## config.mk

```make
export PLATFORM = sky130hd
export DESIGN_NAME = seg7_scan_driver
export DESIGN_NICKNAME = d
export VERILOG_FILES = /design/src/rtl/seg7_pkg.sv /design/src/rtl/hex7_decode.sv /design/src/rtl/seg7_scan_driver.sv
export SDC_FILE = /design/constraint.sdc
export NUM_CORES = 1
export LEC_CHECK = 0
export BUFFER_PORTS_ARGS = -buffer_cell sky130_fd_sc_hd__buf_2
export CORE_ASPECT_RATIO = 0.9
export CORE_MARGIN = 4
export CORE_UTILIZATION = 58
export DETAILED_ROUTE_END_ITERATION = 10
export PLACE_DENSITY = 0.79
export SLEW_MARGIN = 20
export SYNTH_ARGS = -nofsm -noshare
export SYNTH_HDL_FRONTEND = slang
export SYNTH_SLANG_ARGS = --single-unit
```

## constraint.sdc

```tcl
create_clock -name clk -period 3.2 [get_ports clk]
set_input_delay 0.96 -clock clk [delete_from_list [all_inputs] [get_ports clk]]
set_output_delay 0.96 -clock clk [all_outputs]
set_load 0.05 [all_outputs]
```

## src/rtl/seg7_pkg.sv

```systemverilog
`default_nettype none
// +----------------------------------------------------------------------+
// | seg7_pkg : shared hex font and types for the 7-segment display path   |
// | Rev 1.0                                                               |
// +----------------------------------------------------------------------+
package seg7_pkg;

   typedef logic [1:0] digit_idx_t;

   // Active-high segment pattern meaning "nothing lit".
   localparam logic [6:0] c_SEG_OFF = 7'h00;

   // Active-high font, bit order {g,f,e,d,c,b,a}.
   localparam logic [6:0] c_HEX_FONT [16] = '{
      7'h3F, 7'h06, 7'h5B, 7'h4F, 7'h66, 7'h6D, 7'h7D, 7'h07,
      7'h7F, 7'h6F, 7'h77, 7'h7C, 7'h39, 7'h5E, 7'h79, 7'h71
   };

endpackage
`default_nettype wire

```

## src/rtl/hex7_decode.sv

```systemverilog
`default_nettype none
// +----------------------------------------------------------------------+
// | hex7_decode : combinational nibble to 7-segment lookup               |
// | Rev 1.0                                                               |
// +----------------------------------------------------------------------+
module hex7_decode
   import seg7_pkg::*;
#(
   parameter int ACTIVE_LOW = 1
)(
   input  logic [3:0] i_nibble,
   output logic [6:0] o_seg
);

   assign o_seg = (ACTIVE_LOW != 0) ? ~c_HEX_FONT[i_nibble] : c_HEX_FONT[i_nibble];

endmodule
`default_nettype wire

```

## src/rtl/seg7_scan_driver.sv

```systemverilog
`default_nettype none
// +----------------------------------------------------------------------+
// | seg7_scan_driver : double-buffered 4-digit multiplexed hex display    |
// | Optional: SEG7_LEADING_ZERO_BLANK_EN blanks leading zero digits.      |
// | Rev 1.0                                                               |
// +----------------------------------------------------------------------+
module seg7_scan_driver
   import seg7_pkg::*;
#(
   parameter int SCAN_DIV       = 1024,
   parameter int BLANK_CYC      = 16,
   parameter int SEG_ACTIVE_LOW = 1,
   parameter int AN_ACTIVE_LOW  = 1
)(
   input  logic        clk,
   input  logic        rst_n,
   input  logic [15:0] data_in,
   input  logic [3:0]  dp_in,
   input  logic        data_valid,
   output logic        data_ready,
   output logic [6:0]  seg_out,
   output logic        dp_out,
   output logic [3:0]  an_out,
   output logic        frame_start
);

   localparam int              c_PW        = $clog2(SCAN_DIV);
   localparam logic [c_PW-1:0] c_PRESC_MAX = c_PW'(SCAN_DIV - 1);
   localparam logic [c_PW-1:0] c_BLANK     = c_PW'(BLANK_CYC);
   localparam logic [3:0]      c_AN_OFF    = (AN_ACTIVE_LOW != 0) ? 4'hF : 4'h0;
   localparam logic [6:0]      c_SEG_IDLE  = (SEG_ACTIVE_LOW != 0) ? ~c_SEG_OFF : c_SEG_OFF;
   localparam logic            c_DP_IDLE   = (SEG_ACTIVE_LOW != 0);

   logic [c_PW-1:0] r_presc;
   digit_idx_t      r_idx;
   logic [15:0]     r_disp;
   logic [3:0]      r_dp;
   logic [15:0]     r_shadow;
   logic [3:0]      r_shadow_dp;
   logic            r_pending;

   logic [c_PW-1:0] w_presc_nxt;
   digit_idx_t      w_idx_nxt;
   logic            w_wrap;
   logic            w_frame_end;
   logic            w_xfer;
   logic            w_load;
   logic            w_pending_nxt;
   logic [15:0]     w_disp_nxt;
   logic [3:0]      w_dp_nxt;
   logic [3:0]      w_nibble;
   logic            w_dp_bit;
   logic            w_lead_blank;
   logic [6:0]      w_seg_dec;
   logic [3:0]      w_an_onehot;
   logic [3:0]      w_an_nxt;

   assign w_wrap        = (r_presc == c_PRESC_MAX);
   assign w_frame_end   = w_wrap && (r_idx == 2'd3);
   assign w_xfer        = data_valid && data_ready;
   assign w_load        = w_frame_end && r_pending;
   assign w_pending_nxt = w_xfer || (r_pending && !w_load);
   assign w_presc_nxt   = w_wrap ? '0 : r_presc + 1'b1;
   assign w_idx_nxt     = w_wrap ? r_idx + 2'd1 : r_idx;

   // Decode from the next-state display so the first digit of a new frame
   // already shows the freshly loaded word.
   assign w_disp_nxt = w_load ? r_shadow    : r_disp;
   assign w_dp_nxt   = w_load ? r_shadow_dp : r_dp;
   assign w_nibble   = w_disp_nxt[{w_idx_nxt, 2'b00} +: 4];
   assign w_dp_bit   = w_dp_nxt[w_idx_nxt];

`ifdef SEG7_LEADING_ZERO_BLANK_EN
   digit_idx_t w_msd;
   always_comb begin
      w_msd = '0;
      for (int i = 1; i < 4; i++) begin
         if (w_disp_nxt[4*i +: 4] != 4'h0) w_msd = digit_idx_t'(i);
      end
   end
   assign w_lead_blank = (w_idx_nxt > w_msd) && !w_dp_bit;
`else
   assign w_lead_blank = 1'b0;
`endif

   hex7_decode #(
      .ACTIVE_LOW (SEG_ACTIVE_LOW)
   ) u_hex7_decode (
      .i_nibble (w_nibble),
      .o_seg    (w_seg_dec)
   );

   assign w_an_onehot = 4'b0001 << w_idx_nxt;
   assign w_an_nxt    = (w_presc_nxt < c_BLANK) ? c_AN_OFF
                      : ((AN_ACTIVE_LOW != 0) ? ~w_an_onehot : w_an_onehot);

   always_ff @(posedge clk or negedge rst_n) begin
      if (!rst_n) begin
         r_presc     <= '0;
         r_idx       <= '0;
         r_disp      <= '0;
         r_dp        <= '0;
         r_shadow    <= '0;
         r_shadow_dp <= '0;
         r_pending   <= 1'b0;
         data_ready  <= 1'b1;
         frame_start <= 1'b0;
         an_out      <= c_AN_OFF;
         seg_out     <= c_SEG_IDLE;
         dp_out      <= c_DP_IDLE;
      end else begin
         r_presc     <= w_presc_nxt;
         r_idx       <= w_idx_nxt;
         r_disp      <= w_disp_nxt;
         r_dp        <= w_dp_nxt;
         r_pending   <= w_pending_nxt;
         data_ready  <= !w_pending_nxt;
         frame_start <= w_frame_end;
         an_out      <= w_an_nxt;
         seg_out     <= w_lead_blank ? c_SEG_IDLE : w_seg_dec;
         dp_out      <= (SEG_ACTIVE_LOW != 0) ? !w_dp_bit : w_dp_bit;
         if (w_xfer) begin
            r_shadow    <= data_in;
            r_shadow_dp <= dp_in;
         end
      end
   end

endmodule
`default_nettype wire

```

# After elaboration in Yosys (flattened, before gate mapping)
# Memories as Yosys holds them, arrays and structs flattened.
# Index checks and enable logic that the tools add are counted.
totals:
  elab_cells: 42
  mem_bits_ro: 112
  memories: 1
  register_bits: 67
memory_table:
  columns: ["name", "words", "width", "read_ports", "rd_ports_with_merged_regs", "wr", "line_no", "text"]
  rows:
  - ["(name not given)", 16, 7, 1, 0, 0, "hex7_decode.sv:15", "assign o_seg = (ACTIVE_LOW != 0) ? ~c_HEX_FONT[i_nibble] : c_HEX_FONT[i_nibble];"]
op_classes:
  shift: 2
  addsub: 2
  mux: 9
  bitwise_logic: 3
  reduce_logical: 8
  eq_ne: 2
  n_lt_le_gt_ge: 3
ops:
  columns: ["operator", "count"]
  rows:
  - ["$mux W16", 1]
  - ["$shiftx A16 B5 Y4", 1]
  - ["$mux W7", 2]
  - ["$add A10 B1 Y10 const B", 1]
  - ["$eq A10 B10 Y1 const B", 1]
  - ["$lt A10 B5 Y1 const B", 1]
  - ["$mux W10", 1]
  - ["$mux W4", 2]
  - ["$not A7 Y7", 1]
  - ["$ge A5 B5 Y1 const B", 1]
  - ["$not A4 Y5", 1]
  - ["$logic_and A1 B1 Y1", 4]
  - ["$not A4 Y4", 1]
  - ["$shl A1 B2 Y4 const A", 1]
  - ["$logic_not A1 Y1", 3]
  - ["$lt A2 B3 Y1 const B", 1]
  - ["$add A2 B1 Y2 const B", 1]
  - ["$bmux W1 S2", 1]
  - ["$eq A2 B2 Y1 const B", 1]
  - ["$mux W2", 1]
  - ["$logic_or A1 B1 Y1", 1]
  - ["$mux W1", 1]

# Longest topological paths before layout
# Gate-level depths: netlist of the first run.
logic_depth:
  depth_word: 10
  ltp_mapped: 12

# Modules after synthesis
# A second synthesis of the first run with hierarchy kept.
unflattened:
  cells_unflattened: 228
  area_unflattened_um2: 2979.1
by_module_without_submodules:
  columns: ["mod", "n_inst", "seq_area_each_um2", "cells_per_inst", "area_each_um2"]
  rows:
  - ["seg7_scan_driver", 1, 1692.9, 197, 2726.4]
  - ["hex7_decode", 1, 0.0, 31, 252.7]

# Worst setup path after synthesis of the first run
# Ideal clock, no wire load.
synth_timing:
  path_type: "reg-to-reg"
  start: "register r_idx[0]"
  end: "register seg_out[5]"
  path_slack_ps: 577
  period_less_slack_ps: 2623
  stages_incl_launch_ff: 12
  t_arrival_ps: 2544
  t_required_ps: 3121
  path_cell_list: "dfrtp_1 ha_1 nand2_2 buf_6 mux4_2 a32o_2 a31oi_4 inv_1 ha_1 inv_1 mux2i_1 a22o_1"
synth_between:
  elab_chain_cells: 10
synth_lines:
  columns: ["element", "line_no", "text"]
  rows:
  - ["from (decl)", "seg7_scan_driver.sv:35", "digit_idx_t r_idx;"]
  - ["from (signal assigned)", "seg7_scan_driver.sv:113", "r_idx <= w_idx_nxt;"]
  - ["$eq A2 B2 Y1", "seg7_scan_driver.sv:59", "assign w_frame_end = w_wrap && (r_idx == 2'd3);"]
  - ["$logic_and A1 B1 Y1", "seg7_scan_driver.sv:59", null]
  - ["$logic_and A1 B1 Y1", "seg7_scan_driver.sv:61", "assign w_load = w_frame_end && r_pending;"]
  - ["$mux W16", "seg7_scan_driver.sv:68", "assign w_disp_nxt = w_load ? r_shadow : r_disp;"]
  - ["$shiftx A16 B5 Y4 (*)", "seg7_scan_driver.sv:70", "assign w_nibble = w_disp_nxt[{w_idx_nxt, 2'b00} +: 4];"]
  - ["$not A4 Y5 (*)", null, null]
  - ["$mem_v2 Z16 W7 (*)", null, null]
  - ["$mux W7 (not written as such) (*) (2 in series)", "hex7_decode.sv:15", null]
  - ["$not A7 Y7 (*)", "hex7_decode.sv:15", null]
  - ["net u_hex7_decode.o_seg[5]", "hex7_decode.sv:12", "output logic [6:0] o_seg"]
  - ["to (signal assigned)", "seg7_scan_driver.sv:109", "seg_out <= c_SEG_IDLE;"]
  - ["to (signal assigned)", "seg7_scan_driver.sv:120", "seg_out <= w_lead_blank ? c_SEG_IDLE : w_seg_dec;"]
  - ["to (decl)", "seg7_scan_driver.sv:21", "output logic [6:0] seg_out,"]
# The timed path passes the listed nets; every way through them passes the cells marked *. The select of a mux whose other input is x is not followed.
# A chain may end at the register's enable or synchronous reset.

# Worst setup path after layout of the first run
# Same ends and word-level chain as after synthesis.

==> impl_metrics.ini, run 1 <==
[critical_path]
worstSetupEndpointType = flip-flop
crit-reg2reg-launch = r_idx[0]
reg2reg_depth = 10
crit_fanout = 12
reg2reg_to = seg_out[5]
critPathRequiredTime_ns = 3.48
crit_start = r_idx[0]
worstSetupStartpointType = flip-flop
rrSetupSlack_ns = 0.40
crit_path_end = seg_out[5]
worstPathArrival_ns = 3.08
worstSetupPathType = flip-flop to flip-flop

[floorplan]
core_um2 = 5410
pin_count = 37
fp.dieArea_um2 = 7040
die_h_um = 80
start_util = 0.617
rows = 25
die_w_um = 88

[grt]
track_usage = 0.198
grt_first_pass_wirelength_mm = 10.6
antenna_found_initial = 0
grt.overflow.total = 0
grt_max_degree = 40
grt_pass1_vias = 2142

[logic_synthesis]
yosys_warnings = 0
synth.cell_area_um2 = 3340
yosysSeqAreaShare = 0.507
syn_inst = 265
async_flop_share = 1.00
yosys.area.top_type = dfrtp_1
synth_area_per_cell_um2 = 12.6
synthDistinctLibCells = 47
ys_ff_latch = 67
synth_area_leaders = dfrtp_1 (40%), mux2_2 (16%), dfstp_2 (10%)
synth_edf_count = 0
synth_nets = 296
netlist.area_leader.share = 0.404
synthFlopType = dfrtp_1

[drt]
drtIter0Drc = 149
drt_pass1_iterations = 4
vias_per_cell = 5.70
post_drt_wl_per_cell_um = 16.3
met2WireLength_mm = 2.67
top_layer = met4
vias = 2156
drt-met1-wl_mm = 3.06
routed_wirelength_mm = 6.17
met3_length_um = 332
ant_nets = 0
route.detailed.drc = 0

[clock_network]
clkTransAtPathRegs_ns = 0.07
cts_tree = yes
cts.sinks = 67
hold_buffers = 0
cts_root_buf = clkbuf_8
cts_setup_buffers = 0
cts_resized = 0
cts_max_level = 3
cts.path.max_buffers = 2
clkLatencyLatePin_ns = 0.35
numCtsBuffers = 9

[layout]
nets = 337
fin_area_um2 = 3800
drive_gt1_frac = 0.418
syn_to_final_growth_pct = 13.6
fillCellCount = 389
n_antenna_cell = 0

[run]
cap_viol_max_count = 0

[timing]
finalSetupViolCount = 0
worst_pin_slew_ns = 0.836
fmax_mhz = 357
period_needed_ns = 2.80
slew_viol_final = 0
period_share = 0.876
skew_ns = 0.00612
final-hold-violation-count = 0
setup_tns_ns = 0
rsz0062_at_grt = no
relSlewSlack = 0.441

[place]
globalplace.congestion = 0.838
dpl_cell_area_um2 = 3590
dp_hpwl_mm = 4.38
io_buffers = 36

[hold_path]
hold_start = r_dp[0]
hold_class = flip-flop to flip-flop
hold_depth = 1

[run_status]
run_status = finished clean

[pwr]
total_power_mw = 1.59
vdd_drop_max_uv = 479
p_leak_nw = 1.88
power.density_nw_per_um2 = 418
[cells by family after synthesis]
kind of cell / count (synthesis) / synth area share
AOI/OAI and AO/OA: 37 / 0.0876
and+or+nand+nor: 60 / 0.0918
buffers and inverters: 21 / 0.0311
DFF: 67 / 0.507
xor gates and xnor gates: 8 / 0.0210
muxes: 64 / 0.232
adders and majority gates: 8 / 0.0300
[Yosys cell counts, types with 2 or more instances]
cell type,count
a2111oi_0,2
o41a_1,2
and2_1,3
o31ai_1,2
buf_6,2
a22o_1,2
nor2_1,10
inv_1,8
a21oi_1,2
clkbuf_1,2
o22ai_1,5
mux2_2,47
buf_2,8
a31oi_1,4
nand2_1,18
xor2_1,4
ha_1,8
mux2i_1,11
mux4_2,6
dfrtp_1,54
nand3_1,5
and3_1,7
o2bb2ai_1,3
xnor2_1,4
nand4_1,2
dfstp_2,13
nor3_1,6
o21ai_0,4
a211oi_1,2
and4_1,2
[flip-flops by register name, summed over array words and instances, names as in the netlist]
register / flops
data_ready: 1
r_idx: 2
r_presc: 10
an_out: 4
dp_out: 1
frame_start: 1
r_dp: 4
r_pending: 1
seg_out: 7
r_shadow: 16
r_disp: 16
r_shadow_dp: 4
[cells in the final DEF, fill, tap and decap left out, types with 3 or more instances in the layout]
cell and instances:
xnor2_1 4, mux2i_1 11, nand2_1 18, and3_1 7
mux4_2 6, nor3_1 6, o21ai_0 4, buf_4 5
clkbuf_8 10, and2_1 3, mux2_2 47, nor2_1 10
o2bb2ai_1 3, buf_2 36, a31oi_1 4, o22ai_1 5
inv_1 8, xor2_1 4, dfstp_2 13, dfrtp_1 54
ha_1 8, nand3_1 5
[worst min path at each step]
stage | end | slack [ns]
detailed placement | r_dp[0] | 0.49
CTS | r_dp[0] | 0.50
finish | r_dp[0] | 0.50
global route | r_dp[3] | 0.51
global placement | r_dp[0] | 0.48
floorplan | r_dp[3] | 0.47
[critical path, cell delays in order (launching register included)]
cell     delay (ns)
dfrtp_1        0.38
ha_1           0.28
nand2_2        0.24
mux4_2         0.54
a32o_2         0.29
a31oi_4        0.22
inv_1          0.13
ha_1           0.24
inv_1          0.10
mux2i_1        0.07
a22o_1         0.24
[through the flow]
stage / setup slack, ns / hold WS (ns) / util / std cells
finish: 0.398 / 0.498 / 0.702 / 378
global route: 0.264 / 0.515 / 0.702 / 378
CTS: 0.402 / 0.502 / 0.702 / 378
detailed placement: 0.430 / 0.486 / 0.664 / 362
global placement: 0.533 / 0.479 / 0.664 / 362
floorplan: 0.577 / 0.468 / - / 265
[routing by layer]
| layer | vias up | global-route usage |
|---|---|---|
| li1 | 1058 | - |
| met1 | 1040 | 0.279 |
| met2 | 49 | 0.288 |
| met3 | 9 | 0.0733 |
| met4 | 0 | 0.0521 |
| met5 | - | 0 |
[layout make-up]
type | instances | area, um^2 | share of cell area
Clock inverter | 5 | 62.6 | 0.0165
Clock buffer | 11 | 141 | 0.0372
Sequential cell | 67 | 1690 | 0.446
Inverter | 9 | 33.8 | 0.00890
Tap cell | 67 | 83.8 | 0.0221
Timing Repair Buffer | 42 | 238 | 0.0626
Multi-Input combinational cell | 177 | 1540 | 0.407
[report_power, final]
| group | total, mW | internal [mW] | switching [mW] |
|---|---|---|---|
| registers | 0.847 | 0.847 | 0 |
| clock network | 0.711 | 0.384 | 0.327 |
| logic | 0.0306 | 0.0119 | 0.0187 |
| total | 1.59 | 1.24 | 0.346 |
No activity file was read; power rests on OpenSTA's default activity.
==> run 2, diff against run 1 <==
BUFFER_PORTS_ARGS = -buffer_cell sky130_fd_sc_hd__clkbuf_2   (was -buffer_cell sky130_fd_sc_hd__buf_2)
PLACE_DENSITY = default   (was 0.79)
PLACE_DENSITY_LB_ADDON = 0.08   (was default)
==> run 2 against run 1 <==
  * Setup slack worse by 0.0062 ns
  * Clock skew is 0.0031 ns higher
  * Register-to-register slack hardly changed
  * First-iteration DRC count is 12% lower
  * Sequential power hardly changed
  * Maximum frequency is 0.22% lower
  * Combinational power hardly changed
  * Clock power hardly changed
  * Highest routed layer unchanged
==> impl_metrics.ini, run 2 (same netlist as run 1, synthesis figures left out) <==
[layout]
n_antenna_cell = 0
nets = 339
syn_to_final_growth_pct = 14.1
drive_gt1_frac = 0.422
final_common_cell = dfrtp_1
final_cell_mix = dfrtp_1 (54), mux2_2 (47), clkbuf_2 (35), nand2_1 (18), dfstp_2 (13)
fillCellCount = 404
regArea_um2 = 1690
multiInputGateArea_um2 = 1540
top_regs = r_disp (16), r_shadow (16), r_presc (10)
fin_area_um2 = 3810

[critical_path]
reg2reg_depth = 10
crit_fanout = 12
critPathRequiredTime_ns = 3.47
cp_num_buf_inv = 2
crit_family = compound AO/OA/AOI/OAI gates
worstSetupEndpointType = flip-flop
slowest_delay_ns = 0.54
slowest_stage = mux4_2
path_cells = ha_1 -> nand2_2 -> mux4_2 -> a32o_2 -> a31oi_4 -> inv_1 -> ha_1 -> inv_1 -> mux2i_1 -> a22o_1
worstPathArrival_ns = 3.07
path_depth = 10
worstSetupStartpointType = flip-flop
worstSetupPathType = flip-flop to flip-flop

[drt]
vias = 2208
post_drt_wl_per_cell_um = 16.2
routed_wirelength_mm = 6.15
route.detailed.drc = 0
vias_per_cell = 5.81
drtIter0Drc = 131
ant_nets = 0
drt_pass1_iterations = 5

[floorplan]
die_w_um = 88
pin_count = 37
die_h_um = 80
fp.dieArea_um2 = 7040
core_um2 = 5410
rows = 25
start_util = 0.617

[timing]
relSlewSlack = 0.539
finalSetupViolCount = 0
worst_pin_slew_ns = 0.692
period_share = 0.878
skew_ns = 0.00918
rsz0062_at_grt = no
slew_viol_final = 0
setup_tns_ns = 0
final-hold-violation-count = 0
period_needed_ns = 2.81
fmax_mhz = 356

[grt]
gr-usage-met2 = 0.306
grt_use_met3 = 0.0671
grt.overflow.total = 0
busiest_layer = met2
grt_pass1_vias = 2196
grt_first_pass_wirelength_mm = 10.5
antenna_found_initial = 0
track_usage = 0.199
globalRouteMet1Util = 0.267
grt_max_degree = 38

[place]
io_buffers = 36
globalplace.congestion = 0.903
dpl_cell_area_um2 = 3610
dp_hpwl_mm = 4.46

[clock_network]
cts_max_level = 3
cts_tree = yes
numCtsBuffers = 9
cts.sinks = 67
cts_resized = 0
cts.path.max_buffers = 2
clkTransAtPathRegs_ns = 0.07
cts_setup_buffers = 0
cts_root_buf = clkbuf_8
clkLatencyLatePin_ns = 0.34
hold_buffers = 0

[pwr]
p_leak_nw = 1.89
vdd_drop_max_uv = 320
power.density_nw_per_um2 = 417

[run]
cap_viol_max_count = 0

[hold_path]
hold_depth = 1
hold_class = flip-flop to flip-flop

[run_status]
run_status = finished clean
## run 2: changes by cell type in the layout (fill, tap and decap cells not counted)
cell | before | now
clkbuf_2 | 0 | 35
clkinv_4 | 2 | 0
clkbuf_8 | 10 | 11
clkinv_2 | 0 | 1
buf_4 | 5 | 7
buf_2 | 36 | 1
## run 2: path summary, 6_finish.rpt
| check | to | slack (ns) | from |
|---|---|---|---|
| setup / recovery | seg_out[5] | 0.39 | r_idx[0] |
| hold / removal | r_dp[2] | 0.50 | r_dp[2] |
| setup reg to reg | seg_out[5] | 0.39 | r_idx[0] |
| hold reg to reg | r_dp[2] | 0.50 | r_dp[2] |
| max in group asynchronous | data_ready | 1.85 | rst_n |
| min in group asynchronous | r_presc[9] | 0.67 | rst_n |
## run 2: power by group
part | internal [mW] | switching, mW
sequential | 0.847 | 0
combinational | 0.0120 | 0.0185
clock | 0.401 | 0.309
## run 2: metrics by stage
stage / hold slack, ns / setup slack, ns / cells / util / power [mW]
after CTS: 0.506 / 0.410 / 380 / 0.705 / 1.61
after floorplan: 0.468 / 0.577 / 265 / - / 0.863
after detailed placement: 0.489 / 0.442 / 364 / 0.667 / 0.895
after global placement: 0.479 / 0.527 / 364 / 0.667 / 0.894
after global routing: 0.517 / 0.222 / 380 / 0.705 / 1.65
final: 0.502 / 0.392 / 380 / 0.705 / 1.59
## run 2: layout make-up
cell class	instances	share of cell area
Multi-Input combinational cell	177	0.405
Tap cell	67	0.0220
Clock buffer	12	0.0407
Clock inverter	4	0.0131
Timing Repair Buffer	44	0.0663
Sequential cell	67	0.444
Inverter	9	0.00886
## run 2: per-layer routing
metal  part of all wire  vias to the layer above
li1                   -                     1062
met1               0.45                     1085
met2               0.49                       55
met3              0.050                        6
met4             0.0098                        0
met5                  0                        -
==> run 3, diff against run 2 <==
CORE_ASPECT_RATIO = default   (was 0.9)
==> run 3 against run 2 <==
  * Maximum frequency increased by 1.6%
  * Critical path depth is the same
  * Sequential share of layout area is 0.19 points higher
  * Die area hardly changed
  * Count of clock-buffer cells in the layout is 2 higher
  * Register-to-register slack improved by 0.05 ns
==> impl_metrics.ini, run 3 (same netlist as run 1, synthesis figures left out) <==
[floorplan]
pin_count = 37
core_um2 = 5540
start_util = 0.603
fp.dieArea_um2 = 7040
rows = 27
die_w_um = 83.9
die_h_um = 83.9

[critical_path]
worstSetupStartpointType = flip-flop
worstSetupPathType = flip-flop to flip-flop
worstSetupEndpointType = flip-flop
crit_fanout = 12
critPathRequiredTime_ns = 3.46
worstPathArrival_ns = 3.03

[clock_network]
cts.sinks = 67
cts_resized = 0
numCtsBuffers = 9
cts_tree = yes
cts_setup_buffers = 0
cts.path.max_buffers = 2
clkTransAtPathRegs_ns = 0.07
clkLatencyLatePin_ns = 0.33
cts_max_level = 3
cts_root_buf = clkbuf_8
hold_buffers = 0

[drt]
route.detailed.drc = 0
ant_nets = 0
vias = 2194
vias_per_cell = 5.73
post_drt_wl_per_cell_um = 15.8
drt_pass1_iterations = 4
routed_wirelength_mm = 6.07
drtIter0Drc = 107

[run_status]
run_status = finished clean

[layout]
final_common_cell = dfrtp_1
final_cell_mix = dfrtp_1 (54), mux2_2 (47), clkbuf_2 (36), nand2_1 (18), dfstp_2 (13)
post-route-util = 0.685
n_antenna_cell = 0
drive_gt1_frac = 0.412
syn_to_final_growth_pct = 13.6
nets = 337
top_regs = r_disp (16), r_shadow (16), r_presc (10)

[pwr]
p_leak_nw = 1.88
vdd_drop_max_uv = 298
power.density_nw_per_um2 = 414

[place]
globalplace.congestion = 0.837
io_buffers = 36
dp_hpwl_mm = 4.44
place_ws_ns = 0.434

[timing]
period_needed_ns = 2.76
finalSetupViolCount = 0
period_share = 0.863
slew_viol_final = 0
skew_ns = 0.00872
relSlewSlack = 0.395
rsz0062_at_grt = no
final-hold-violation-count = 0
worst_pin_slew_ns = 0.905
fmax_mhz = 362
setup_tns_ns = 0
fin_ws_ns = 0.437

[run]
cap_viol_max_count = 0

[grt]
grt.overflow.total = 0
track_usage = 0.189
antenna_found_initial = 0
grt_max_degree = 40
grt_first_pass_wirelength_mm = 10.7
grt_pass1_vias = 2234

[hold_path]
hold_class = flip-flop to flip-flop
## run 3: cell count changes in the layout (fill, tap and decap cells not counted)
cell and delta:
buf_2 -1, clkbuf_1 +2, clkinvlp_4 -2, clkbuf_2 +1, buf_4 -2
## run 3: through the flow
| stage | cells | area [um^2] | total power, mW | hold WS (ns) |
|---|---|---|---|---|
| floorplan | 265 | 3340 | 0.863 | 0.468 |
| global placement | 367 | 3600 | 0.895 | 0.480 |
| detailed placement | 367 | 3600 | 0.895 | 0.488 |
| CTS | 383 | 3800 | 1.59 | 0.502 |
| global route | 383 | 3800 | 1.65 | 0.516 |
| finish | 383 | 3800 | 1.57 | 0.500 |
## run 3: final timing paths
kind	start	to	slack, ns	depth (start not counted)
setup / recovery	r_idx[0]	seg_out[5]	0.44	10
hold / removal	r_dp[2]	r_dp[2]	0.50	1
setup reg to reg	r_idx[0]	seg_out[5]	0.44	10
hold reg to reg	r_dp[2]	r_dp[2]	0.50	1
max in group asynchronous	rst_n	data_ready	1.82	2
min in group asynchronous	rst_n	frame_start	0.68	1
## run 3: power by group
group	switching, mW	internal, mW
Clock	0.292	0.403
Sequential	0	0.848
Combinational	0.0186	0.0120
## run 3: per-layer routing
layer | track usage | part of all wire
met1 | 0.259 | 0.47
met2 | 0.289 | 0.46
met5 | 0 | 0
met4 | 0.0819 | 0.023
met3 | 0.0424 | 0.042
## run 3: worst max-delay path, cell delays in order, from the launching register on
cell and delay, ns:
dfrtp_1 0.38, ha_1 0.27, nand2_2 0.25, mux4_2 0.54, a32o_2 0.29, a31oi_4 0.22
inv_1 0.12, ha_1 0.22, inv_1 0.09, mux2i_1 0.07, a22o_1 0.24
## run 3: layout make-up
class	count	area, um^2
clock buffer	14	163
clock inverter	2	35.0
fill	422	1740
inverter	9	33.8
multi-input combinational	177	1540
sequential	67	1690
tap	72	90.1
timing repair buffer	42	238
